**config.mk**
```make
export PLATFORM = sky130hd
export DESIGN_NAME = hw_stack_flat
export DESIGN_NICKNAME = d
export VERILOG_FILES = /design/src/rtl/hw_stack_if.sv /design/src/rtl/hw_stack.sv /design/src/flat_wrapper.sv
export SDC_FILE = /design/constraint.sdc
export NUM_CORES = 1
export LEC_CHECK = 0
export CAP_MARGIN = 20
export CORE_UTILIZATION = 45
export DETAILED_ROUTE_END_ITERATION = 10
export DONT_BUFFER_PORTS = 1
export GPL_TIMING_DRIVEN = 0
export PLACE_DENSITY = 0.71
export SETUP_SLACK_MARGIN = 0.2
export SLEW_MARGIN = 20
export SYNTH_ARGS = -nofsm -noshare
export SYNTH_HDL_FRONTEND = slang
export SYNTH_SLANG_ARGS = --single-unit
```
**constraint.sdc**
```tcl
create_clock -name clk -period 2.7 [get_ports clk]
set_input_delay 0.54 -clock clk [delete_from_list [all_inputs] [get_ports clk]]
set_output_delay 0.54 -clock clk [all_outputs]
set_load 0.03 [all_outputs]
```
**src/rtl/hw_stack_if.sv**
```systemverilog
// Control-side bundle of the hw_stack LIFO: operation requests in, registered
// top-of-stack and status out.
interface hw_stack_if #(
  parameter int DATA_W = 8,
  parameter int DEPTH  = 16
) ();
  logic                       push;
  logic                       pop;
  logic [DATA_W-1:0]          din;
  logic                       clr_err;
  logic [DATA_W-1:0]          dout;
  logic [$clog2(DEPTH):0]     level;
  logic                       empty;
  logic                       full;
  logic                       afull;
  logic                       ovf;
  logic                       unf;

  modport master (
    output push, pop, din, clr_err,
    input  dout, level, empty, full, afull, ovf, unf
  );

  modport slave (
    input  push, pop, din, clr_err,
    output dout, level, empty, full, afull, ovf, unf
  );
endinterface

```
**src/rtl/hw_stack.sv**
```systemverilog
// Parametrised LIFO with a dedicated top-of-stack register, saturating level,
// sticky overflow/underflow flags and an atomic replace-top (push+pop) operation.
module hw_stack #(
  parameter int DATA_W = 8,
  parameter int DEPTH  = 16,
  parameter int AFULL  = DEPTH - 2
) (
  input  logic      clk,
  input  logic      reset,
  hw_stack_if.slave bus
);
  localparam int LW = $clog2(DEPTH) + 1;
  localparam int AW = $clog2(DEPTH);

  // Entries below the top; index = level-2 for the entry just under dout.
  logic [DATA_W-1:0] mem [DEPTH-1];

  logic [DATA_W-1:0] dout_reg, dout_next;
  logic [LW-1:0]     level_reg, level_next;
  logic              ovf_reg, ovf_next;
  logic              unf_reg, unf_next;
  logic              wr_en;
  logic [LW-1:0]     level_m1, level_m2;
  logic [AW-1:0]     wr_idx, rd_idx;
  logic              empty_int, full_int;

  assign empty_int = (level_reg == '0);
  assign full_int  = (level_reg == LW'(DEPTH));
  assign level_m1  = level_reg - LW'(1);
  assign level_m2  = level_reg - LW'(2);
  assign wr_idx    = level_m1[AW-1:0];
  assign rd_idx    = level_m2[AW-1:0];

  always_comb begin
    dout_next  = dout_reg;
    level_next = level_reg;
    wr_en      = 1'b0;
    // Clear first so that a same-cycle set below takes precedence.
    ovf_next   = bus.clr_err ? 1'b0 : ovf_reg;
    unf_next   = bus.clr_err ? 1'b0 : unf_reg;
    unique case ({bus.push, bus.pop})
      2'b10: begin
        if (full_int) begin
          ovf_next = 1'b1;
        end else begin
          wr_en      = !empty_int;
          dout_next  = bus.din;
          level_next = level_reg + LW'(1);
        end
      end
      2'b01: begin
        if (empty_int) begin
          unf_next = 1'b1;
        end else begin
          dout_next  = (level_reg == LW'(1)) ? '0 : mem[rd_idx];
          level_next = level_m1;
        end
      end
      2'b11: begin
        dout_next = bus.din;
        if (empty_int) begin
          level_next = LW'(1);
          unf_next   = 1'b1;
        end
      end
      default: ;
    endcase
  end

  always_ff @(posedge clk or posedge reset) begin
    if (reset) begin
      dout_reg  <= '0;
      level_reg <= '0;
      ovf_reg   <= 1'b0;
      unf_reg   <= 1'b0;
    end else begin
      dout_reg  <= dout_next;
      level_reg <= level_next;
      ovf_reg   <= ovf_next;
      unf_reg   <= unf_next;
    end
  end

  // Array carries no reset so it can map onto RAM resources.
  always_ff @(posedge clk) begin
    if (wr_en) begin
      mem[wr_idx] <= dout_reg;
    end
  end

  assign bus.dout  = dout_reg;
  assign bus.level = level_reg;
  assign bus.empty = empty_int;
  assign bus.full  = full_int;
  assign bus.afull = (level_reg >= LW'(AFULL));
  assign bus.ovf   = ovf_reg;
  assign bus.unf   = unf_reg;
endmodule

```
**src/flat_wrapper.sv**
```systemverilog
// flat-port wrapper written by rule: the top's interface ports become plain ports
module hw_stack_flat 
#(
  parameter int DATA_W = 8,
  parameter int DEPTH  = 16,
  parameter int AFULL  = DEPTH - 2
)
  (clk, reset, bus_push, bus_pop, bus_din, bus_clr_err, bus_dout, bus_level, bus_empty, bus_full, bus_afull, bus_ovf, bus_unf);
  hw_stack_if #(.DATA_W(DATA_W), .DEPTH(DEPTH)) bus_i ();
  input  logic clk;
  input  logic reset;
  input wire logic [$bits(bus_i.push)-1:0] bus_push;
  input wire logic [$bits(bus_i.pop)-1:0] bus_pop;
  input wire logic [$bits(bus_i.din)-1:0] bus_din;
  input wire logic [$bits(bus_i.clr_err)-1:0] bus_clr_err;
  output wire logic [$bits(bus_i.dout)-1:0] bus_dout;
  output wire logic [$bits(bus_i.level)-1:0] bus_level;
  output wire logic [$bits(bus_i.empty)-1:0] bus_empty;
  output wire logic [$bits(bus_i.full)-1:0] bus_full;
  output wire logic [$bits(bus_i.afull)-1:0] bus_afull;
  output wire logic [$bits(bus_i.ovf)-1:0] bus_ovf;
  output wire logic [$bits(bus_i.unf)-1:0] bus_unf;
  assign bus_i.push = bus_push;
  assign bus_i.pop = bus_pop;
  assign bus_i.din = bus_din;
  assign bus_i.clr_err = bus_clr_err;
  assign bus_dout = bus_i.dout;
  assign bus_level = bus_i.level;
  assign bus_empty = bus_i.empty;
  assign bus_full = bus_i.full;
  assign bus_afull = bus_i.afull;
  assign bus_ovf = bus_i.ovf;
  assign bus_unf = bus_i.unf;
  hw_stack #(.DATA_W(DATA_W), .DEPTH(DEPTH), .AFULL(AFULL)) u_core (.clk(clk), .reset(reset), .bus(bus_i));
endmodule
```
=== After elaboration in Yosys (flattened, before gate mapping) ===
Memory sizes are Yosys's and may differ from the RTL's.
Cells that the tools add are included.

* Add/sub/neg operators: 3
* Order comparisons: 1
* Equality and inequality tests: 8
* Mux-type cells: 18
* Reduce and logical (&&, ||, !) cells: 6

{| class="wikitable"
|+ Operators with widths
! operator !! number
|-
| 2-to-1 mux 8 bit || 3
|-
| case mux 8 bit (3 select lines) || 1
|-
| 2-to-1 mux 5 bit || 3
|-
| case mux 5 bit (3 select lines) || 1
|-
| 2-to-1 mux 1 bit || 10
|-
| adder 5 x 1 -> 5 bit, second input constant || 1
|-
| equality test 5 x 1 -> 1 bit, second input constant || 1
|-
| equality test 5 bit, second input constant || 1
|-
| >= comparator 5 x 4 -> 1 bit, second input constant || 1
|-
| zero test 5 bit || 1
|-
| subtractor 5 x 1 -> 5 bit, second input constant || 1
|-
| equality test 2 bit, second input constant || 2
|-
| != test 2 bit, second input constant || 2
|-
| AND reduction 4 bit || 1
|-
| subtractor 4 x 2 -> 4 bit, second input constant || 1
|-
| AND reduction 3 bit || 1
|-
| nonzero test 3 bit || 1
|-
| equality test 2 x 1 -> 1 bit, second input constant || 1
|-
| != test 2 x 1 -> 1 bit, second input constant || 1
|-
| OR reduction 2 bit || 1
|-
| zero test 1 bit || 1
|}

* Register bits after elaboration: 15
* Memory bits (writable): 120
* Input bits: 13
* Output and inout bits: 18
* Logic and storage cells: 41
* Memories: 1

{| class="wikitable"
|+ Memory list
! name !! depth !! width !! read ports !! clocked after Yosys merged registers in !! write ports !! line !! text
|-
| u_core.mem || 15 || 8 || 1 || 0 || 1 || hw_stack.sv:16 || <nowiki>logic [DATA_W-1:0] mem [DEPTH-1];</nowiki>
|}

=== Depth between registers and ports, before layout ===
* Depth in word-level cells: 6
* Mapped depth: 11
* Gate-level depth less buffers: 7

=== Least setup slack after synthesis ===
Ideal clock, no wire load.

* Kind: reg-to-reg
* From: register u_core.level_reg[1] (netlist: u_core.bus.level[1])
* To: memory u_core.mem[8][0] (enable)
* Setup time: 0.370 ns
* Arrival time: 2.495 ns
* Required time: 2.330 ns
* Slack: -0.165 ns
* Cell stages (with the launch flop): 9
* Clock period less this slack: 2.865 ns
* Cells stage by stage: dfrtp_1 clkbuf_1 inv_1 clkbuf_1 ha_1 a21boi_0 xor2_1 nand2_1 nor2_1

* Word-level cells in the longest chain between the ends: 6
* Elaborated cells between the ends (all ways): 8
* Those cells by class: 1 x add/sub; 1 x eq/ne; 4 x mux; 2 x reduce/logical

{| class="wikitable"
|+ RTL lines
! element !! line !! text
|-
| start, declared || hw_stack.sv:19 || <nowiki>logic [LW-1:0] level_reg, level_next;</nowiki>
|-
| start signal, assigned || hw_stack.sv:78 || <nowiki>level_reg <= level_next;</nowiki>
|-
| zero test 5 bit || hw_stack.sv:27 || <nowiki>assign empty_int = (level_reg == '0);</nowiki>
|-
| zero test 1 bit || hw_stack.sv:46 || <nowiki>wr_en = !empty_int;</nowiki>
|-
| 2-to-1 mux 1 bit || hw_stack.sv:43 || <nowiki>if (full_int) begin</nowiki>
|-
| 2-to-1 mux 1 bit || hw_stack.sv:41 || <nowiki>unique case ({bus.push, bus.pop})</nowiki>
|-
| 2-to-1 mux 1 bit || hw_stack.sv:86 || <nowiki>if (wr_en) begin</nowiki>
|-
| 2-to-1 mux 1 bit (not written as such) || hw_stack.sv:87 || <nowiki>mem[wr_idx] <= dout_reg;</nowiki>
|-
| end, declared || hw_stack.sv:16 ||
|}

Parallel ways exist; a longest one is shown, timed or not.

=== Worst setup path in the final report ===
* From: register u_core.level_reg[0] (netlist: u_core.bus.level[0])
* To: output bus_empty

* Word-level cells in the longest chain between the ends: 1

{| class="wikitable"
|+ RTL lines
! element !! line !! text
|-
| zero test 5 bit || hw_stack.sv:27 ||
|-
| end, declared || flat_wrapper.sv:18 || <nowiki>output wire logic [$bits(bus_i.empty)-1:0] bus_empty;</nowiki>
|}

No other way between the ends.

==> reports/metrics.json <==
{
  "status": {
    "outcome": "completed"
  },
  "critical_path": {
    "cpLargestDelayFamily": "flip-flops",
    "start_kind": "flip-flop",
    "max_stage_delay_ns": 0.54,
    "cp_cell_sequence": "buf_8 > buf_12 > clkinv_8 > ha_4 > or4b_4 > clkinvlp_4",
    "critPathSlowestCell": "sky130_fd_sc_hd__dfrtp_2",
    "critical_path_cell_count": 6,
    "cp.buffers_inverters": 4,
    "cp.required_ns": 2.16,
    "worst-setup-path-type": "reg2out",
    "endpoint_kind": "output pin",
    "critPathMaxFanout": 7,
    "reg2regPathDepth": 8,
    "worst_ep_arrival_time_ns": 2.09
  },
  "floorplan": {
    "core_sq_mm": 0.01221,
    "die_h_microns": 114.9,
    "start_util_pct": 47.01,
    "floorplan.io_pins": 31,
    "die_width_microns": 114.9,
    "fp-row-count": 40,
    "dieArea_sq_mm": 0.01321
  },
  "sta": {
    "fmax_ghz": 0.3807,
    "finalSetupViolations": 0,
    "timing.clock.skew_ns": 0.008299,
    "final.setup.tns_ns": 0,
    "unrepaired_setup_endpoints_after_global_routing": "yes",
    "final_max_slew_viol_count": 0,
    "max_slew.worst_pin.slew_ns": 0.9792,
    "finalCritPeriodShare_pct": 97.28,
    "layout_min_cycle_time_ns": 2.627,
    "timing.slew.headroom_pct": 34.72,
    "final.hold.worst_slack_ns": 0.07782,
    "hold_viol": 0,
    "timing.final.ws_setup_ns": 0.07349
  },
  "clocking": {
    "clockBufferDepth": 2,
    "clock-sinks": 135,
    "clock_slew_seen_by_the_registers_of_the_worst_setup_and_hold_paths_ns": 0.06,
    "cts_tree": "built",
    "ctsRootBufferMaster": "sky130_fd_sc_hd__clkbuf_16",
    "clk_latency_ns": 0.42,
    "ctsHtreeMaxLevel": 4,
    "numCtsBuffers": 17
  },
  "finish": {
    "fillerInstances": 928,
    "nNetsFinal": 445,
    "antenna_cells_inserted": 0,
    "design_area_sq_mm": 0.007172,
    "syn_to_final_growth_pct": 24.93,
    "post_layout_nonfiller_instances": 603,
    "layout.core_utilization_pct": 58.73,
    "final_layout_size_suffix_gt1_share_pct": 28.51,
    "largest_reg_flops": 120
  },
  "worst_hold_path": {
    "holdCritPathClass": "in2async"
  },
  "grt": {
    "antenna_found_initial": 0,
    "first_pass_grt_wire_length_microns": 20220,
    "vias_in_the_first_global_route": 3569,
    "grt_use_total_pct": 22.11,
    "globalRoute.totalOverflow": 0,
    "grt_max_degree": 18
  },
  "routing": {
    "count_of_antenna_violating_nets_left_after_detailed_routing": 0,
    "first_pass_iters": 6,
    "vias": 3457,
    "via_per_inst": 5.733,
    "detailedRoute.firstIterationViolations": 389,
    "remaining_drc_errors": 0,
    "wl_per_cell_microns": 22.21,
    "finalWirelength_microns": 13390
  },
  "pwr": {
    "seq_power_share_pct": 38.5,
    "powerDensity_mw_per_mm2": 1252,
    "power.total_mw": 8.977,
    "power.combinational.fraction_pct": 36.6,
    "power_switching_mw": 3.421,
    "switching_share_pct": 38.11,
    "power.static_leakage_nw": 2.468,
    "power_frac_clock_pct": 24.8,
    "irDropWorstVdd_uv": 701.9,
    "cellInternalPower_mw": 5.556
  },
  "job": {
    "max_cap_check_violation_count": 0
  },
  "logic_synthesis": {
    "synthArstFlopShare_pct": 11.11,
    "synth_fp_nets": 404,
    "yosys_warnings": 0,
    "yosys.cell_count.top_type": "sky130_fd_sc_hd__edfxtp_1",
    "netlist-cell-type-count": 44,
    "ys_dominant_reg_cell": "sky130_fd_sc_hd__edfxtp_1",
    "synth-seq-area-share_pct": 69.31,
    "synth-edff-count": 120,
    "synth_seq_cells": 135,
    "synthDominantAreaCellType": "sky130_fd_sc_hd__edfxtp_1",
    "netlist.area_leader.share_pct": 62.77,
    "netlist_top_cells_area": "sky130_fd_sc_hd__edfxtp_1, sky130_fd_sc_hd__dfrtp_1, sky130_fd_sc_hd__mux4_2, sky130_fd_sc_hd__nand2_1, sky130_fd_sc_hd__mux2i_1",
    "yosys-top-cells-count": "sky130_fd_sc_hd__edfxtp_1, sky130_fd_sc_hd__nand2_1, sky130_fd_sc_hd__nor2_1, sky130_fd_sc_hd__mux2i_1",
    "synth.cell_area_sq_mm": 0.005741,
    "postSynthAreaPerCell_sq_um": 15.03,
    "postSynthCellCount": 382
  },
  "place": {
    "place_ws_ns": -0.5532,
    "io_buffer_count": 0,
    "post_dp_cell_area_sq_mm": 0.005992,
    "dp.final_hpwl_microns": 8013,
    "placedCellCount": 550,
    "globalplace.congestion": 0.8440
  }
}
==> cell usage in the layout, fill, tap and decap left out, types with 9 or more instances in the layout <==
cell and instances:
sky130_fd_sc_hd__a211oi_1 16, sky130_fd_sc_hd__nor2_1 20, sky130_fd_sc_hd__mux2i_1 18, sky130_fd_sc_hd__clkbuf_16 17, sky130_fd_sc_hd__a21oi_1 12, sky130_fd_sc_hd__nor2b_1 9, sky130_fd_sc_hd__edfxtp_1 120, sky130_fd_sc_hd__nand2_1 42
sky130_fd_sc_hd__nor2_4 16, sky130_fd_sc_hd__o21ai_0 11, sky130_fd_sc_hd__buf_4 13, sky130_fd_sc_hd__buf_12 12, sky130_fd_sc_hd__mux4_2 16, sky130_fd_sc_hd__dfrtp_1 12
==> power by group through the flow <==
stage | logic (mW) | clock network [mW] | registers [mW]
after floorplan | 1.83 | 0 | 3.24
after global placement | 2.38 | 0 | 3.45
after detailed placement | 2.42 | 0 | 3.49
after CTS | 2.99 | 2.24 | 3.45
after global routing | 3.49 | 2.35 | 3.50
final | 3.29 | 2.23 | 3.46
==> layer usage <==
metal / part of all wire [%] / up-vias / track usage (%) / wire (microns)
met4: 2.1 / 0 / 8.918 / 287
met1: 40 / 1749 / 27.66 / 5377
met5: 0 / - / 0 / 0
met3: 9.2 / 23 / 8.593 / 1234
li1: - / 1539 / - / -
met2: 48 / 146 / 34.66 / 6492
==> final cells by class <==
type,instances,area [sq um],share of cell area (%)
plain buffers,19,171.4,2.390
flip-flops and latches,135,3983,55.53
clock inverters,12,135.1,1.884
inverters,7,45.04,0.6281
repair buffers,22,302.8,4.222
well taps,168,210.2,2.931
clock buffers,19,432.9,6.036
multi-input cells,221,1892,26.38
==> cells by family after synthesis <==
group	Yosys count	share of synthesized area (%)
fa+ha+maj	9	1.962
buf+inv	26	2.201
xor+xnor	5	0.7630
simple gates	106	8.195
compound gates	67	8.152
flops	135	69.31
mux	34	9.416
==> timing repair <==
action	4_1_cts	5_1_grt
buffers inserted	22	0
hold buffers	0	0
resized for setup	56	24
pin swaps	15	5
endpoints found under the setup margin	135	132
==> worst reg2reg max path, stage by stage, from the launching register on <==
cell and delay [ns]:
sky130_fd_sc_hd__dfrtp_2 0.54, sky130_fd_sc_hd__buf_8 0.15, sky130_fd_sc_hd__inv_4 0.03, sky130_fd_sc_hd__buf_8 0.12, sky130_fd_sc_hd__ha_1 0.24, sky130_fd_sc_hd__a21boi_4 0.24
sky130_fd_sc_hd__xor2_2 0.30, sky130_fd_sc_hd__nand2_2 0.21, sky130_fd_sc_hd__nor2_4 0.29
==> worst paths after layout <==
check                                                start                         endpoint  slack, ns
min in group clk                                bus_din[7]   u_core.bus.dout[7]$_DFFE_PP0P_       0.32
max in group asynchronous                            reset  u_core.bus.level[1]$_DFFE_PP0P_       2.19
max                        u_core.bus.level[0]$_DFFE_PP0P_                        bus_empty       0.07
min reg2reg                       u_core.bus.ovf$_DFF_PP0_         u_core.bus.ovf$_DFF_PP0_       0.70
max reg2reg                u_core.bus.level[1]$_DFFE_PP0P_      u_core.mem[12][4]$_DFFE_PP_       0.25
min                                                  reset         u_core.bus.unf$_DFF_PP0_       0.08
Power figures use the tool's default switching activity.
